### src/rtl/mips_ctrl_pkg.sv
// mips_ctrl_pkg: shared encodings for the ID/EX control stage.
//   - opcode / funct constants of the supported MIPS subset
//   - PCSRC_*, REGDST_*, MEMTOREG_* field encodings
//   - ALU class constants (low 3 bits of the ALUOp field)
//   - ctrl_bundle_t (every registered control field) and CTRL_BUBBLE
//   - md_state_t, the HI/LO sequencer state (used when MULDIV_EN is defined)
package mips_ctrl_pkg;

  localparam logic [5:0] OP_RTYPE = 6'h00;
  localparam logic [5:0] OP_J     = 6'h02;
  localparam logic [5:0] OP_JAL   = 6'h03;
  localparam logic [5:0] OP_BEQ   = 6'h04;
  localparam logic [5:0] OP_ADDI  = 6'h08;
  localparam logic [5:0] OP_ADDIU = 6'h09;
  localparam logic [5:0] OP_SLTI  = 6'h0a;
  localparam logic [5:0] OP_SLTIU = 6'h0b;
  localparam logic [5:0] OP_ANDI  = 6'h0c;
  localparam logic [5:0] OP_LUI   = 6'h0f;
  localparam logic [5:0] OP_LW    = 6'h23;
  localparam logic [5:0] OP_SW    = 6'h2b;

  localparam logic [5:0] F_SLL   = 6'h00;
  localparam logic [5:0] F_SRL   = 6'h02;
  localparam logic [5:0] F_SRA   = 6'h03;
  localparam logic [5:0] F_JR    = 6'h08;
  localparam logic [5:0] F_JALR  = 6'h09;
  localparam logic [5:0] F_MFHI  = 6'h10;
  localparam logic [5:0] F_MFLO  = 6'h12;
  localparam logic [5:0] F_MULT  = 6'h18;
  localparam logic [5:0] F_MULTU = 6'h19;
  localparam logic [5:0] F_DIV   = 6'h1a;
  localparam logic [5:0] F_DIVU  = 6'h1b;
  localparam logic [5:0] F_ADD   = 6'h20;
  localparam logic [5:0] F_ADDU  = 6'h21;
  localparam logic [5:0] F_SUB   = 6'h22;
  localparam logic [5:0] F_SUBU  = 6'h23;
  localparam logic [5:0] F_AND   = 6'h24;
  localparam logic [5:0] F_OR    = 6'h25;
  localparam logic [5:0] F_XOR   = 6'h26;
  localparam logic [5:0] F_NOR   = 6'h27;
  localparam logic [5:0] F_SLT   = 6'h2a;
  localparam logic [5:0] F_SLTU  = 6'h2b;

  localparam logic [1:0] PCSRC_SEQ = 2'b00;
  localparam logic [1:0] PCSRC_J   = 2'b01;
  localparam logic [1:0] PCSRC_JR  = 2'b10;

  localparam logic [1:0] REGDST_RT = 2'b00;
  localparam logic [1:0] REGDST_RD = 2'b01;
  localparam logic [1:0] REGDST_RA = 2'b10;

  localparam logic [1:0] MEMTOREG_ALU = 2'b00;
  localparam logic [1:0] MEMTOREG_MEM = 2'b01;
  localparam logic [1:0] MEMTOREG_PC4 = 2'b10;

  localparam logic [2:0] ALU_ADD   = 3'd0;
  localparam logic [2:0] ALU_SUB   = 3'd1;
  localparam logic [2:0] ALU_AND   = 3'd2;
  localparam logic [2:0] ALU_OR    = 3'd3;
  localparam logic [2:0] ALU_SLT   = 3'd4;
  localparam logic [2:0] ALU_FUNCT = 3'd7;

  typedef struct packed {
    logic [1:0] pcsrc;
    logic       branch;
    logic       regwrite;
    logic       memread;
    logic       memwrite;
    logic       alusrc1;
    logic       alusrc2;
    logic       extop;
    logic       luop;
    logic [1:0] regdst;
    logic [1:0] memtoreg;
    logic       alu_sign;   // OpCode[0]: selects unsigned variants in EX
    logic [2:0] alu_class;
  } ctrl_bundle_t;

  localparam ctrl_bundle_t CTRL_BUBBLE = '0;

  typedef enum logic {MD_IDLE = 1'b0, MD_BUSY = 1'b1} md_state_t;

endpackage

### src/rtl/id_ex_ctrl_stage_if.sv
// id_ex_ctrl_stage_if: ID-side inputs and EX-side control outputs of the
// ID/EX control stage.
//   master: drives the IF/ID fields and ex_flush, observes the ex_* bundle
//   slave : the control stage itself
// Handshake: id_valid qualifies the ID fields; when id_stall is 1 the
// producer holds PC and IF/ID unchanged, so the same instruction is offered
// again next cycle. ex_valid qualifies the registered bundle.
// muldiv_state is a debug view of the HI/LO sequencer (1 = BUSY).
interface id_ex_ctrl_stage_if #(parameter int ALUOP_W = 4);
  logic               id_valid;
  logic [5:0]         id_opcode;
  logic [5:0]         id_funct;
  logic [4:0]         id_rs;
  logic [4:0]         id_rt;
  logic               ex_flush;
  logic               id_stall;
  logic               ex_valid;
  logic [1:0]         ex_pcsrc;
  logic               ex_branch;
  logic               ex_regwrite;
  logic               ex_memread;
  logic               ex_memwrite;
  logic               ex_alusrc1;
  logic               ex_alusrc2;
  logic               ex_extop;
  logic               ex_luop;
  logic [1:0]         ex_regdst;
  logic [1:0]         ex_memtoreg;
  logic [ALUOP_W-1:0] ex_aluop;
  logic [4:0]         ex_rt;
  logic               ex_illegal;
  logic               muldiv_start;
  logic               muldiv_busy;
  logic               muldiv_state;

  modport master (
    output id_valid, id_opcode, id_funct, id_rs, id_rt, ex_flush,
    input  id_stall, ex_valid, ex_pcsrc, ex_branch, ex_regwrite, ex_memread,
           ex_memwrite, ex_alusrc1, ex_alusrc2, ex_extop, ex_luop, ex_regdst,
           ex_memtoreg, ex_aluop, ex_rt, ex_illegal, muldiv_start, muldiv_busy,
           muldiv_state
  );

  modport slave (
    input  id_valid, id_opcode, id_funct, id_rs, id_rt, ex_flush,
    output id_stall, ex_valid, ex_pcsrc, ex_branch, ex_regwrite, ex_memread,
           ex_memwrite, ex_alusrc1, ex_alusrc2, ex_extop, ex_luop, ex_regdst,
           ex_memtoreg, ex_aluop, ex_rt, ex_illegal, muldiv_start, muldiv_busy,
           muldiv_state
  );
endinterface

### src/rtl/ctrl_decode.sv
// ctrl_decode: combinational opcode/funct decoder.
//   opcode, funct : instruction [31:26], [5:0]
//   ctrl          : control bundle (CTRL_BUBBLE when illegal)
//   illegal       : unsupported opcode/funct
//   uses_rt       : rt is a source operand (R-type, beq, sw)
//   is_muldiv     : mult/multu/div/divu (MULDIV_EN only, else 0)
//   uses_hilo     : mfhi/mflo (MULDIV_EN only, else 0)
import mips_ctrl_pkg::*;

module ctrl_decode (
  input  logic [5:0]   opcode,
  input  logic [5:0]   funct,
  output ctrl_bundle_t ctrl,
  output logic         illegal,
  output logic         uses_rt,
  output logic         is_muldiv,
  output logic         uses_hilo
);

  always_comb begin
    ctrl      = CTRL_BUBBLE;
    illegal   = 1'b0;
    is_muldiv = 1'b0;
    uses_hilo = 1'b0;
    uses_rt   = (opcode == OP_RTYPE) || (opcode == OP_BEQ) || (opcode == OP_SW);
    case (opcode)
      OP_RTYPE: begin
        ctrl.regwrite  = 1'b1;
        ctrl.regdst    = REGDST_RD;
        ctrl.alu_class = ALU_FUNCT;
        case (funct)
          F_ADD, F_ADDU, F_SUB, F_SUBU, F_AND, F_OR, F_XOR, F_NOR, F_SLT, F_SLTU: ;
          F_SLL, F_SRL, F_SRA: ctrl.alusrc1 = 1'b1;  // shamt is operand A
          F_JR: begin
            ctrl.regwrite = 1'b0;
            ctrl.regdst   = REGDST_RT;
            ctrl.pcsrc    = PCSRC_JR;
          end
          F_JALR: begin
            ctrl.pcsrc    = PCSRC_JR;
            ctrl.memtoreg = MEMTOREG_PC4;
          end
`ifdef MULDIV_EN
          F_MULT, F_MULTU, F_DIV, F_DIVU: begin
            ctrl.regwrite = 1'b0;
            ctrl.regdst   = REGDST_RT;
            is_muldiv     = 1'b1;
          end
          F_MFHI, F_MFLO: uses_hilo = 1'b1;
`endif
          default: begin
            ctrl    = CTRL_BUBBLE;
            illegal = 1'b1;
          end
        endcase
      end
      OP_LW: begin
        ctrl.regwrite = 1'b1;
        ctrl.memread  = 1'b1;
        ctrl.alusrc2  = 1'b1;
        ctrl.extop    = 1'b1;
        ctrl.memtoreg = MEMTOREG_MEM;
      end
      OP_SW: begin
        ctrl.memwrite = 1'b1;
        ctrl.alusrc2  = 1'b1;
        ctrl.extop    = 1'b1;
      end
      OP_BEQ: begin
        ctrl.branch    = 1'b1;
        ctrl.extop     = 1'b1;
        ctrl.alu_class = ALU_SUB;
      end
      OP_J: ctrl.pcsrc = PCSRC_J;
      OP_JAL: begin
        ctrl.pcsrc    = PCSRC_J;
        ctrl.regwrite = 1'b1;
        ctrl.regdst   = REGDST_RA;
        ctrl.memtoreg = MEMTOREG_PC4;
      end
      OP_ADDI, OP_ADDIU: begin
        ctrl.regwrite = 1'b1;
        ctrl.alusrc2  = 1'b1;
        ctrl.extop    = 1'b1;
      end
      OP_ANDI: begin
        ctrl.regwrite  = 1'b1;
        ctrl.alusrc2   = 1'b1;
        ctrl.alu_class = ALU_AND;
      end
      OP_SLTI, OP_SLTIU: begin
        ctrl.regwrite  = 1'b1;
        ctrl.alusrc2   = 1'b1;
        ctrl.extop     = 1'b1;
        ctrl.alu_class = ALU_SLT;
      end
      OP_LUI: begin
        ctrl.regwrite = 1'b1;
        ctrl.alusrc2  = 1'b1;
        ctrl.luop     = 1'b1;
      end
      default: illegal = 1'b1;
    endcase
    // Illegal instructions keep every field at zero, including the sign bit.
    if (!illegal) ctrl.alu_sign = opcode[0];
  end

endmodule

### src/rtl/id_ex_ctrl_stage.sv
// id_ex_ctrl_stage: decodes the ID instruction and registers the control
// bundle into ID/EX, with flush, load-use stall and illegal-opcode flagging.
// Optional feature macro: MULDIV_EN (mult/div/mfhi/mflo legal, HI/LO
// busy sequencer with MULDIV_LAT-cycle occupancy).
//   clk, reset_n : clock, asynchronous active-low reset
//   bus (slave)  : id_* inputs, ex_flush, id_stall, ex_* bundle,
//                  muldiv_start/muldiv_busy, muldiv_state debug view
import mips_ctrl_pkg::*;

module id_ex_ctrl_stage #(
  parameter  int ALUOP_W    = 4,
  parameter  int MULDIV_LAT = 32,
  localparam int CNT_W      = $clog2(MULDIV_LAT + 1)
) (
  input logic              clk,
  input logic              reset_n,
  id_ex_ctrl_stage_if.slave bus
);

  ctrl_bundle_t dec_ctrl;
  logic         dec_illegal, dec_uses_rt, dec_is_muldiv, dec_uses_hilo;

  ctrl_decode u_decode (
    .opcode   (bus.id_opcode),
    .funct    (bus.id_funct),
    .ctrl     (dec_ctrl),
    .illegal  (dec_illegal),
    .uses_rt  (dec_uses_rt),
    .is_muldiv(dec_is_muldiv),
    .uses_hilo(dec_uses_hilo)
  );

  ctrl_bundle_t ex_ctrl_q;
  logic         ex_valid_q, ex_illegal_q;
  logic [4:0]   ex_rt_q;
  logic         load_use, hilo_stall, stall, load;

  assign load_use = bus.id_valid && ex_valid_q && ex_ctrl_q.memread && (ex_rt_q != 5'd0) &&
                    ((ex_rt_q == bus.id_rs) || (dec_uses_rt && (ex_rt_q == bus.id_rt)));

  // A flush kills the ID instruction, so holding it would be pointless.
  assign stall        = !bus.ex_flush && (load_use || hilo_stall);
  assign load         = bus.id_valid && !bus.ex_flush && !stall;
  assign bus.id_stall = stall;

  always_ff @(posedge clk or negedge reset_n) begin
    if (!reset_n) begin
      ex_ctrl_q    <= CTRL_BUBBLE;
      ex_valid_q   <= 1'b0;
      ex_illegal_q <= 1'b0;
      ex_rt_q      <= 5'd0;
    end else if (load) begin
      ex_ctrl_q    <= dec_ctrl;
      ex_valid_q   <= 1'b1;
      ex_illegal_q <= dec_illegal;
      ex_rt_q      <= bus.id_rt;
    end else begin
      ex_ctrl_q    <= CTRL_BUBBLE;
      ex_valid_q   <= 1'b0;
      ex_illegal_q <= 1'b0;
      ex_rt_q      <= 5'd0;
    end
  end

  assign bus.ex_valid    = ex_valid_q;
  assign bus.ex_pcsrc    = ex_ctrl_q.pcsrc;
  assign bus.ex_branch   = ex_ctrl_q.branch;
  assign bus.ex_regwrite = ex_ctrl_q.regwrite;
  assign bus.ex_memread  = ex_ctrl_q.memread;
  assign bus.ex_memwrite = ex_ctrl_q.memwrite;
  assign bus.ex_alusrc1  = ex_ctrl_q.alusrc1;
  assign bus.ex_alusrc2  = ex_ctrl_q.alusrc2;
  assign bus.ex_extop    = ex_ctrl_q.extop;
  assign bus.ex_luop     = ex_ctrl_q.luop;
  assign bus.ex_regdst   = ex_ctrl_q.regdst;
  assign bus.ex_memtoreg = ex_ctrl_q.memtoreg;
  assign bus.ex_aluop    = ALUOP_W'({ex_ctrl_q.alu_sign, ex_ctrl_q.alu_class});
  assign bus.ex_rt       = ex_rt_q;
  assign bus.ex_illegal  = ex_illegal_q;

`ifdef MULDIV_EN
  md_state_t        state_q, state_d;
  logic [CNT_W-1:0] cnt_q, cnt_d;
  logic             start_q, start_d;

  assign hilo_stall = bus.id_valid && (state_q == MD_BUSY) && (cnt_q != '0) &&
                      (dec_is_muldiv || dec_uses_hilo);

  always_comb begin
    state_d = state_q;
    cnt_d   = cnt_q;
    start_d = 1'b0;
    case (state_q)
      MD_IDLE: begin
        if (load && dec_is_muldiv) begin
          state_d = MD_BUSY;
          cnt_d   = CNT_W'(MULDIV_LAT - 1);
          start_d = 1'b1;
        end
      end
      MD_BUSY: begin
        if (cnt_q == '0) begin
          // Final busy cycle: a waiting mult/div issues now and re-arms.
          if (load && dec_is_muldiv) begin
            cnt_d   = CNT_W'(MULDIV_LAT - 1);
            start_d = 1'b1;
          end else begin
            state_d = MD_IDLE;
          end
        end else begin
          cnt_d = cnt_q - CNT_W'(1);
        end
      end
      default: state_d = MD_IDLE;
    endcase
  end

  always_ff @(posedge clk or negedge reset_n) begin
    if (!reset_n) begin
      state_q <= MD_IDLE;
      cnt_q   <= '0;
      start_q <= 1'b0;
    end else begin
      state_q <= state_d;
      cnt_q   <= cnt_d;
      start_q <= start_d;
    end
  end

  assign bus.muldiv_start = start_q;
  assign bus.muldiv_busy  = (state_q == MD_BUSY);
  assign bus.muldiv_state = (state_q == MD_BUSY);
`else
  logic unused_md;
  assign unused_md        = &{1'b0, dec_is_muldiv, dec_uses_hilo};
  assign hilo_stall       = 1'b0;
  assign bus.muldiv_start = 1'b0;
  assign bus.muldiv_busy  = 1'b0;
  assign bus.muldiv_state = 1'b0;
`endif

endmodule

### src/flat_wrapper.sv
// flat-port wrapper written by rule: the top's interface ports become plain ports
module id_ex_ctrl_stage_flat 
#(
  parameter  int ALUOP_W    = 4,
  parameter  int MULDIV_LAT = 32,
  localparam int CNT_W      = $clog2(MULDIV_LAT + 1)
)
  (clk, reset_n, bus_id_valid, bus_id_opcode, bus_id_funct, bus_id_rs, bus_id_rt, bus_ex_flush, bus_id_stall, bus_ex_valid, bus_ex_pcsrc, bus_ex_branch, bus_ex_regwrite, bus_ex_memread, bus_ex_memwrite, bus_ex_alusrc1, bus_ex_alusrc2, bus_ex_extop, bus_ex_luop, bus_ex_regdst, bus_ex_memtoreg, bus_ex_aluop, bus_ex_rt, bus_ex_illegal, bus_muldiv_start, bus_muldiv_busy, bus_muldiv_state);
  id_ex_ctrl_stage_if #(.ALUOP_W(ALUOP_W)) bus_i ();
  input logic clk;
  input logic reset_n;
  input wire logic [$bits(bus_i.id_valid)-1:0] bus_id_valid;
  input wire logic [$bits(bus_i.id_opcode)-1:0] bus_id_opcode;
  input wire logic [$bits(bus_i.id_funct)-1:0] bus_id_funct;
  input wire logic [$bits(bus_i.id_rs)-1:0] bus_id_rs;
  input wire logic [$bits(bus_i.id_rt)-1:0] bus_id_rt;
  input wire logic [$bits(bus_i.ex_flush)-1:0] bus_ex_flush;
  output wire logic [$bits(bus_i.id_stall)-1:0] bus_id_stall;
  output wire logic [$bits(bus_i.ex_valid)-1:0] bus_ex_valid;
  output wire logic [$bits(bus_i.ex_pcsrc)-1:0] bus_ex_pcsrc;
  output wire logic [$bits(bus_i.ex_branch)-1:0] bus_ex_branch;
  output wire logic [$bits(bus_i.ex_regwrite)-1:0] bus_ex_regwrite;
  output wire logic [$bits(bus_i.ex_memread)-1:0] bus_ex_memread;
  output wire logic [$bits(bus_i.ex_memwrite)-1:0] bus_ex_memwrite;
  output wire logic [$bits(bus_i.ex_alusrc1)-1:0] bus_ex_alusrc1;
  output wire logic [$bits(bus_i.ex_alusrc2)-1:0] bus_ex_alusrc2;
  output wire logic [$bits(bus_i.ex_extop)-1:0] bus_ex_extop;
  output wire logic [$bits(bus_i.ex_luop)-1:0] bus_ex_luop;
  output wire logic [$bits(bus_i.ex_regdst)-1:0] bus_ex_regdst;
  output wire logic [$bits(bus_i.ex_memtoreg)-1:0] bus_ex_memtoreg;
  output wire logic [$bits(bus_i.ex_aluop)-1:0] bus_ex_aluop;
  output wire logic [$bits(bus_i.ex_rt)-1:0] bus_ex_rt;
  output wire logic [$bits(bus_i.ex_illegal)-1:0] bus_ex_illegal;
  output wire logic [$bits(bus_i.muldiv_start)-1:0] bus_muldiv_start;
  output wire logic [$bits(bus_i.muldiv_busy)-1:0] bus_muldiv_busy;
  output wire logic [$bits(bus_i.muldiv_state)-1:0] bus_muldiv_state;
  assign bus_i.id_valid = bus_id_valid;
  assign bus_i.id_opcode = bus_id_opcode;
  assign bus_i.id_funct = bus_id_funct;
  assign bus_i.id_rs = bus_id_rs;
  assign bus_i.id_rt = bus_id_rt;
  assign bus_i.ex_flush = bus_ex_flush;
  assign bus_id_stall = bus_i.id_stall;
  assign bus_ex_valid = bus_i.ex_valid;
  assign bus_ex_pcsrc = bus_i.ex_pcsrc;
  assign bus_ex_branch = bus_i.ex_branch;
  assign bus_ex_regwrite = bus_i.ex_regwrite;
  assign bus_ex_memread = bus_i.ex_memread;
  assign bus_ex_memwrite = bus_i.ex_memwrite;
  assign bus_ex_alusrc1 = bus_i.ex_alusrc1;
  assign bus_ex_alusrc2 = bus_i.ex_alusrc2;
  assign bus_ex_extop = bus_i.ex_extop;
  assign bus_ex_luop = bus_i.ex_luop;
  assign bus_ex_regdst = bus_i.ex_regdst;
  assign bus_ex_memtoreg = bus_i.ex_memtoreg;
  assign bus_ex_aluop = bus_i.ex_aluop;
  assign bus_ex_rt = bus_i.ex_rt;
  assign bus_ex_illegal = bus_i.ex_illegal;
  assign bus_muldiv_start = bus_i.muldiv_start;
  assign bus_muldiv_busy = bus_i.muldiv_busy;
  assign bus_muldiv_state = bus_i.muldiv_state;
  id_ex_ctrl_stage #(.ALUOP_W(ALUOP_W), .MULDIV_LAT(MULDIV_LAT)) u_core (.clk(clk), .reset_n(reset_n), .bus(bus_i));
endmodule
### config.mk
export PLATFORM = sky130hd
export DESIGN_NAME = id_ex_ctrl_stage_flat
export DESIGN_NICKNAME = d
export VERILOG_FILES = /design/src/rtl/mips_ctrl_pkg.sv /design/src/rtl/id_ex_ctrl_stage_if.sv /design/src/rtl/ctrl_decode.sv /design/src/rtl/id_ex_ctrl_stage.sv /design/src/flat_wrapper.sv
export SDC_FILE = /design/constraint.sdc
export NUM_CORES = 1
export LEC_CHECK = 0
export ABC_CLOCK_PERIOD_IN_PS = 2200
export CAP_MARGIN = 15
export CORE_ASPECT_RATIO = 0.5
export CORE_MARGIN = 5
export CORE_UTILIZATION = 46
export DETAILED_ROUTE_END_ITERATION = 7
export PLACE_DENSITY_LB_ADDON = 0.05
export SLEW_MARGIN = 25
export SYNTH_ARGS = -nofsm -noshare
export SYNTH_HDL_FRONTEND = slang
export SYNTH_SLANG_ARGS = --single-unit
### constraint.sdc
create_clock -name clk -period 2.2 [get_ports clk]
set_input_delay 0.44 -clock clk [delete_from_list [all_inputs] [get_ports clk]]
set_output_delay 0.44 -clock clk [all_outputs]
set_load 0.03 [all_outputs]
==> reports/metrics.yaml, run 1 <==
outcome:
  status: "finished clean"
clock_tree:
  cts_tree: "done"
  clock_latency_ns: 0.27
  cts_made_buffers: 3
  cts_sinks: 25
  h-tree-depth: 1
  clkTransAtPathRegs_ns: 0.08
  root_buffer: "clkbuf_8"
  clk_path_buf_depth: 2
  cts_hold_buffers: 0
routing:
  wirelength_mm: 3.81
  drc: 0
  viasPerCell: 5.32
  vias: 1340
  dr.pass1.iters: 5
  ant_nets: 0
  wl_per_cell_um: 15.1
  drt_iter0_markers: 98
sta:
  setup_viol: 0
  fin_tns_setup_ns: 0
  hold_viol_final: 0
  rsz0062_at_grt: "false"
  fmax_mhz: 460
  layout_min_cycle_time_ns: 2.18
  layout_setup_ws_ns: 0.0245
  maxSlewViolCount: 0
  fin_skew_ns: 0.00241
  timing.final.crit_share_pct: 98.9
synth:
  avgSynthCellArea_sq_um: 9.51
  synth_top_cell_area_share_pct: 46.0
  synthDistinctLibCells: 37
  ys.flop_type: "dfrtp_1"
  yosys_warnings: 0
  synth_edf_count: 0
  synth_top_cells_by_area: "dfrtp_1 46%, xor2_1 5.2%, nor2_1 4.4%"
  syn_inst: 143
  synthArstFlopShare_pct: 100
  synth_seq_cells: 25
  mappedNetlistArea_sq_um: 1360
  synth-seq-area-share_pct: 46.0
  synth_area_leader_cell: "dfrtp_1"
worst_setup_path:
  path_cells: "clkdlybuf4s50_1 -> xor2_1 -> nor3_2 -> nand4_1 -> nand2_2 -> buf_6"
  cp.required_ns: 1.76
  r2r_start: "u_core.bus.ex_rt[0]"
  slowest_stage: "clkdlybuf4s50_1"
  critical_path_class: "in -> out"
  crit_path_max_fanout: 2
  r2r_setup_slack_ns: 0.10
  critPathCaptureType: "primary output"
  critPathArrivalTime_ns: 1.74
  setup.worst_path.start: "bus_id_rs[4]"
  startpoint_type: "input port"
  cpPeakStageDelay_ns: 0.43
cells_and_area:
  multi_input_area_sq_um: 651
  synthToLayoutAreaGrowth_pct: 57.5
  final_cell_mix: "40 x clkdlybuf4s50_1, 25 x dfrtp_1, 23 x buf_4"
  num_antenna_cells: 0
  nets: 242
  fin_area_sq_um: 2140
  fill_cells: 183
  seqCellArea_sq_um: 626
  final_common_cell: "clkdlybuf4s50_1"
  drive_above_1_share_pct: 20.5
die:
  start_util_pct: 50.1
  die_height_um: 48.5
  ioPinCount: 55
  die_x_um: 86.9
  coreArea_sq_um: 2720
  die_area_sq_um: 4210
  num_rows: 13
place:
  dp_slack_ns: -0.0548
  place_congestion: 0.892
  place_area_sq_um: 1990
  port-buffer-count: 51
  dp_hpwl_mm: 2.75
flow_run:
  drv_cap: 0
grt:
  grt_pass1_vias: 1291
  grt_max_degree: 26
  antenna_found_initial: 0
  grt_overflow_total: 0
  grt_pass1_wl_mm: 6.00
  track_usage_pct: 17.5
pwr:
  p_int_w: 0.000701
  switching_share_pct: 27.6
  p_clk_share_pct: 28.1
  combPwrFrac_pct: 23.0
  p_seq_share_pct: 48.9
  p_sw_w: 0.000267
  peakVddDrop_v: 0.000422
  p_total_w: 0.000968
  p_leak_nw: 1.02
  power_density_nw_per_um2: 452
worst_hold_path:
  min_path_type: "in -> reg"
  min_from: "bus_id_rt[4]"
## power by group through the flow
stage	registers, W	clock network [W]	logic (W)
floorplan	0.000497	0	0.0000899
global placement	0.000482	0	0.000208
detailed placement	0.000482	0	0.000213
CTS	0.000473	0.000273	0.000214
global route	0.000474	0.000297	0.000240
finish	0.000473	0.000272	0.000223
## worst paths after layout
path,end,cells after the start
min in group asynchronous,u_core.bus.ex_illegal,2
setup reg to reg,u_core.bus.ex_illegal,10
setup / recovery,bus_id_stall,6
hold / removal,u_core.bus.ex_rt[4],3
hold reg to reg,u_core.bus.ex_rt[4],5
max in group asynchronous,u_core.bus.ex_luop,2
## cell families after synthesis
kind of cell / synth area share (%)
xor+xnor: 6.44
other cells: 0.276
simple gates: 27.5
flops: 46.0
buf+inv: 8.83
compound gates: 10.2
mux: 0.736
## state kept, by name, indices dropped and copies added (netlist names)
signal,count
u_core.bus.ex_regwrite,1
u_core.bus.ex_rt,5
u_core.bus.ex_memwrite,1
u_core.bus.ex_valid,1
u_core.bus.ex_pcsrc,2
u_core.bus.ex_branch,1
u_core.bus.ex_alusrc2,1
u_core.bus.ex_memtoreg,2
u_core.bus.ex_regdst,2
u_core.bus.ex_luop,1
u_core.bus.ex_illegal,1
u_core.bus.ex_memread,1
u_core.bus.ex_alusrc1,1
u_core.bus.ex_aluop,4
u_core.bus.ex_extop,1
## worst max-delay path: cells and delay by family
family	cells	cell delay, ns
AND/OR/NAND/NOR	3	0.55
XOR/XNOR	1	0.17
buffers and inverters	2	0.57
## per-layer routing
layer / routed length, um / vias to the layer above / GRT usage (%) / part of all wire (%)
li1: - / 641 / - / -
met1: 1690 / 609 / 23.5 / 44
met2: 1660 / 78 / 26.3 / 44
met3: 388 / 12 / 6.24 / 10
met4: 72 / 0 / 4.92 / 1.9
met5: 0 / - / 0 / 0
## stage by stage
| step | hold WS (ns) | utilization (%) | std cells |
|---|---|---|---|
| floorplan | 0.144 | - | 145 |
| global placement | 0.819 | 73.3 | 241 |
| detailed placement | 0.830 | 73.3 | 241 |
| CTS | 0.537 | 76.3 | 249 |
| global route | 0.470 | 78.9 | 252 |
| finish | 0.446 | 78.9 | 252 |
## cell type report
type	instances	share of cell area, %
clock buffers	4	2.10
inverters	11	1.93
multi-input cells	99	30.4
flip-flops and latches	25	29.2
well taps	37	2.16
repair buffers	76	34.2
## what timing repair did
item / 4_1_cts / 5_1_grt
setup buffers: 4 / 3
gates resized for setup: 4 / 14
pin swaps: 3 / 2
setup endpoints to repair: 1 / 12
## Yosys cell counts, types with 2 or more instances
cell type,instances
nand2_1,8
inv_1,11
nor4_1,7
nor3b_1,2
a211oi_1,3
nand4_1,4
buf_2,2
nor2_1,16
nor3_1,10
a31oi_1,2
buf_4,4
a21oi_1,9
nand2b_1,4
xor2_1,8
dfrtp_1,25
buf_6,3
nand3_1,4
xnor2_1,2
(Power assumes the default switching activity.)
==> run 2, diff against run 1 <==
Settings changed: CORE_MARGIN 5 to unset, REMOVE_ABC_BUFFERS set to 1.
==> reports/metrics.yaml, run 2 (synthesis results as in run 1) <==
routing:
  wirelength_mm: 3.33  # -13%
  drt_iter0_markers: 41  # -58%
  dr.pass1.iters: 4  # -1
  drc: 0  # unchanged
  ant_nets: 0  # unchanged
  wl_per_cell_um: 13.4  # -11%
  viasPerCell: 5.15  # -3.2%
  vias: 1277  # -4.7%
flow_run:
  drv_cap: 0  # unchanged
cells_and_area:
  drive_above_1_share_pct: 17.1  # -3.4 points
  largest_register_ffs: 5  # unchanged
  final_core_util_pct: 77.2  # -1.6 points
  final_cell_count_no_fill: 248  # -1.6%
  synthToLayoutAreaGrowth_pct: 53.4
  nets: 238  # -1.7%
  final_cell_mix: "44 x clkdlybuf4s50_1, 25 x dfrtp_1, 19 x buf_4"
  num_antenna_cells: 0  # unchanged
  final_common_cell: "clkdlybuf4s50_1"
clock_tree:
  h-tree-depth: 1  # unchanged
  root_buffer: "clkbuf_8"
  clkTransAtPathRegs_ns: 0.09  # about the same
  clk_path_buf_depth: 2  # unchanged
  cts_sinks: 25  # unchanged
  cts_hold_buffers: 0  # unchanged
  clock_latency_ns: 0.27  # about the same
  cts_tree: "done"
  cts_made_buffers: 3  # unchanged
pwr:
  power_density_nw_per_um2: 463  # +2.4%
  p_leak_nw: 0.965  # -5.7%
  peakVddDrop_v: 0.000381  # -9.7%
worst_setup_path:
  crit_path_max_fanout: 8  # +6
  startpoint_type: "input port"
  r2r_setup_slack_ns: 0.40  # +0.30 ns
  r2r_cells: 8  # -2
  critical_path_class: "in -> out"
  r2r_end: "u_core.bus.ex_regdst[1]"
  cp.required_ns: 1.76  # about the same
  r2r_start: "u_core.bus.ex_rt[4]"
  critPathCaptureType: "primary output"
  critPathArrivalTime_ns: 1.73  # about the same
sta:
  hold_viol_final: 0  # unchanged
  maxSlewViolCount: 0  # unchanged
  layout_min_cycle_time_ns: 2.17  # -0.00690 ns
  setup_viol: 0  # unchanged
  fmax_mhz: 461  # +0.32%
  fin_tns_setup_ns: 0  # unchanged
  fin_skew_ns: 0.00233  # -0.0000792 ns
  timing.final.crit_share_pct: 98.6  # -0.31 points
die:
  coreArea_sq_um: 2700  # -0.60%
  ioPinCount: 55  # unchanged
  num_rows: 13  # unchanged
  start_util_pct: 50.4  # +0.30 points
  die_x_um: 78.9  # -9.2%
  die_area_sq_um: 3190  # -24%
  die_height_um: 40.5  # -17%
grt:
  grt_overflow_total: 0  # unchanged
  grt_pass1_vias: 1086  # -16%
  grt_pass1_wl_mm: 4.93  # -18%
  grt_max_degree: 26  # unchanged
  track_usage_pct: 22.3  # +4.8 points
  antenna_found_initial: 0  # unchanged
outcome:
  status: "finished clean"
place:
  port-buffer-count: 51  # unchanged
  place_congestion: 0.893  # +0.17%
  dp_hpwl_mm: 2.48  # -9.8%
  dp.cells: 243  # +0.83%
worst_hold_path:
  min_path_type: "in -> reg"
  min_from: "bus_id_rt[0]"
  min_to: "u_core.bus.ex_rt[0]"
  min_delay_path_depth: 3  # unchanged
## run 2: per-stage QoR
stage / hold WS (ns) / worst slack [ns] / cell area, sq um / power (W)
5_1_grt: 0.457 / -0.0123 / 2090 / 0.00101
3_3_place_gp: 0.820 / 0.0176 / 2010 / 0.000694
3_5_place_dp: 0.833 / -0.0673 / 2010 / 0.000697
2_1_floorplan: 0.144 / 0.335 / 1290 / 0.000566
4_1_cts: 0.532 / 0.0161 / 2060 / 0.000967
6_report: 0.423 / 0.0314 / 2090 / 0.000966
## run 2: critical path, cell delays in order
cell,delay (ns)
clkdlybuf4s50_1,0.55
buf_6,0.16
a41o_2,0.19
nand4_1,0.11
nand2_1,0.13
buf_6,0.14
## run 2: worst max path at each step
stage                     slack (ns)  cells past startpoint                 from                    to
final                           0.03                      6     bus_id_opcode[0]          bus_id_stall
after global routing           -0.01                      6     bus_id_opcode[0]          bus_id_stall
after CTS                       0.02                      6         bus_id_rt[2]          bus_id_stall
after detailed placement       -0.07                      6         bus_id_rt[2]          bus_id_stall
after global placement          0.02                      7     bus_id_opcode[3]  u_core.bus.ex_branch
after floorplan                 0.33                      4  u_core.bus.ex_rt[2]          bus_id_stall
## run 2: metal layers
layer / part of all wire [%] / GRT usage (%) / wire, um
met1: 44 / 25.8 / 1480
met2: 47 / 41.3 / 1560
met3: 7.2 / 6.59 / 240
met4: 1.4 / 8.18 / 45
met5: 0 / 0 / 0
## run 2: final cells by class
type / instances / area, sq um
fill: 198 / 614
sequential: 25 / 626
timing repair buffer: 72 / 693
tap: 37 / 46.3
inverter: 11 / 41.3
clock buffer: 4 / 45.0
multi-input combinational: 99 / 634
## run 2: report_power, final
part           total [W]  internal (W)  switching, W
sequential      0.000473      0.000467    0.00000598
combinational   0.000218      0.000106      0.000112
clock           0.000275      0.000130      0.000145
total           0.000966      0.000702      0.000264
## run 2: repair_timing
action / in CTS / in global routing
setup buffers: 1 / 0
gates resized for setup: 3 / 7
endpoints found under the setup margin: 1 / 1
pin swaps: 3 / 4
==> run 3, diff against run 2 <==
Settings changed: ABC_CLOCK_PERIOD_IN_PS 2200 to 1830, CORE_UTILIZATION 46 to 38.
Clock period 2.2 ns to 1.83 ns, I/O delays scaled along.
==> reports/metrics.yaml, run 3 (synthesis results as in run 1) <==
outcome:
  status: "finished, violations left"
  failed_checks: "negative setup slack"
sta:
  layout_min_cycle_time_ns: 1.99
  setup_viol: 1  # +1
  hold_viol_final: 0  # unchanged
  fmax_mhz: 501
  rsz0062_at_grt: "true"
  layout_setup_ws_ns: -0.164  # -0.196 ns
  whs_ns: 0.450  # +0.0271 ns
  timing.final.crit_share_pct: 109
  maxSlewViolCount: 0  # unchanged
  fin_skew_ns: 0.00493  # +0.00260 ns
place:
  port-buffer-count: 51  # unchanged
  place_congestion: 0.827  # -7.4%
  dp.cells: 271  # +12%
  dp_hpwl_mm: 2.78  # +12%
grt:
  grt_overflow_total: 0  # unchanged
  grt_pass1_vias: 1302  # +20%
  grt_pass1_wl_mm: 6.02  # +22%
  grt_max_degree: 26  # unchanged
  track_usage_pct: 21.4  # -0.91 points
  antenna_found_initial: 0  # unchanged
clock_tree:
  h-tree-depth: 1  # unchanged
  clk_path_buf_depth: 2  # unchanged
  cts_sinks: 25  # unchanged
  cts_tree: "done"
  clock_latency_ns: 0.28  # about the same
  root_buffer: "clkbuf_8"
  cts_made_buffers: 3  # unchanged
  clkTransAtPathRegs_ns: 0.09  # about the same
worst_setup_path:
  startpoint_type: "flop"
  critPathTopFamily: "simple AND/OR/NAND/NOR gates"
  critPathCaptureType: "primary output"
  path_cells: "xor2_1 -> nor4_2 -> nand4_1 -> nand2_2 -> buf_6"
  crit_buf_inv: 1  # -2
  slowest_stage: "dfrtp_1"
  crit_path_max_fanout: 4  # -4
  critical_path_class: "reg -> out"
  critPathArrivalTime_ns: 1.63  # -0.10 ns
  cpPeakStageDelay_ns: 0.42  # -0.13 ns
  cp.required_ns: 1.46  # -0.30 ns
cells_and_area:
  seqCellArea_sq_um: 626  # unchanged
  final_cell_mix: "40 x buf_4, 37 x clkdlybuf4s50_1, 25 x dfrtp_1"
  multi_input_area_sq_um: 677  # +6.7%
  final_common_cell: "buf_4"
  num_antenna_cells: 0  # unchanged
  synthToLayoutAreaGrowth_pct: 72.9
  nets: 262  # +10%
  final_core_util_pct: 73.3  # -3.9 points
  fill_cells: 249  # +26%
  final_cell_count_no_fill: 283  # +14%
  largest_register_ffs: 5  # unchanged
  drive_above_1_share_pct: 28.9  # +12 points
routing:
  drc: 0  # unchanged
  wirelength_mm: 3.73  # +12%
  wl_per_cell_um: 13.2  # -1.7%
  dr.pass1.iters: 4  # unchanged
  ant_nets: 0  # unchanged
  viasPerCell: 4.81  # -6.7%
  vias: 1360  # +6.5%
  drt_iter0_markers: 76  # +85%
pwr:
  p_int_w: 0.000873  # +24%
  switching_share_pct: 28.1  # +0.82 points
  p_total_w: 0.00121  # +26%
  peakVddDrop_v: 0.000319  # -16%
  p_sw_w: 0.000342  # +30%
  p_leak_nw: 1.12  # +16%
  power_density_nw_per_um2: 517  # +12%
  p_clk_share_pct: 27.6  # -0.9 points
  p_seq_share_pct: 46.7  # -2.2 points
  combPwrFrac_pct: 25.6  # +3.0 points
die:
  ioPinCount: 55  # unchanged
  die_height_um: 44.3  # +9.5%
  die_area_sq_um: 3840  # +20%
  die_x_um: 86.6  # +9.8%
  num_rows: 14  # +1
  coreArea_sq_um: 3210  # +19%
  start_util_pct: 42.4  # -7.9 points
worst_hold_path:
  min_path_type: "in -> async"
flow_run:
  drv_cap: 0  # unchanged
run 3: timing repair:
item / in CTS / in global routing
buffers inserted: 7 / 2
pin swaps: 7 / 5
endpoints found under the setup margin: 2 / 25
resized for setup: 20 / 8
cloned: 1 / 0
hold endpoints to repair: 0 / 0
hold buffers: 0 / 0
run 3: power by group through the flow:
stage / registers, W / clock network (W) / logic [W]
2_1_floorplan: 0.000598 / 0 / 0.0000826
3_3_place_gp: 0.000579 / 0 / 0.000286
3_5_place_dp: 0.000580 / 0 / 0.000289
4_1_cts: 0.000568 / 0.000341 / 0.000305
5_1_grt: 0.000569 / 0.000373 / 0.000336
6_report: 0.000568 / 0.000336 / 0.000311
run 3: layer usage:
layer | global-route usage, % | up-vias | wire length (um)
met5 | 0 | - | 0
met4 | 9.00 | 0 | 69
met3 | 5.41 | 6 | 304
met2 | 36.7 | 50 | 1780
met1 | 26.4 | 622 | 1580
li1 | - | 682 | -
run 3: metrics by stage:
stage          area, sq um  setup TNS (ns)  worst slack [ns]
6_report              2350          -0.164            -0.164
4_1_cts               2320          -0.101            -0.101
5_1_grt               2350          -0.960            -0.225
2_1_floorplan         1290               0            0.0386
3_5_place_dp          2150           -5.07            -0.306
3_3_place_gp          2150           -4.77            -0.290
run 3: worst register-to-register path, cell delays in order (launching register included):
cell,delay [ns]
dfrtp_1,0.43
nor3_1,0.26
a21oi_2,0.10
nand4_1,0.14
buf_4,0.14
nand4b_4,0.13
buf_12,0.16
buf_16,0.13
nor4_2,0.23
run 3: area by class of cell:
cell class | instances | area share (%)
clock inverters | 1 | 0.213
flip-flops and latches | 25 | 26.6
inverters | 11 | 1.76
clock buffers | 3 | 1.76
well taps | 48 | 2.55
repair buffers | 96 | 38.3
multi-input cells | 99 | 28.8
run 3: final timing paths:
path | to | startpoint | depth (start not counted) | slack [ns]
hold / removal | u_core.bus.ex_luop | reset_n | 2 | 0.45
setup / recovery | bus_id_stall | u_core.bus.ex_rt[2] | 5 | -0.16
max in group asynchronous | u_core.bus.ex_regwrite | reset_n | 2 | 1.13
min in group clk | u_core.bus.ex_rt[1] | bus_id_rt[1] | 3 | 0.45
hold reg to reg | u_core.bus.ex_memwrite | u_core.bus.ex_rt[3] | 7 | 1.18
setup reg to reg | u_core.bus.ex_pcsrc[0] | u_core.bus.ex_rt[3] | 8 | 0.02
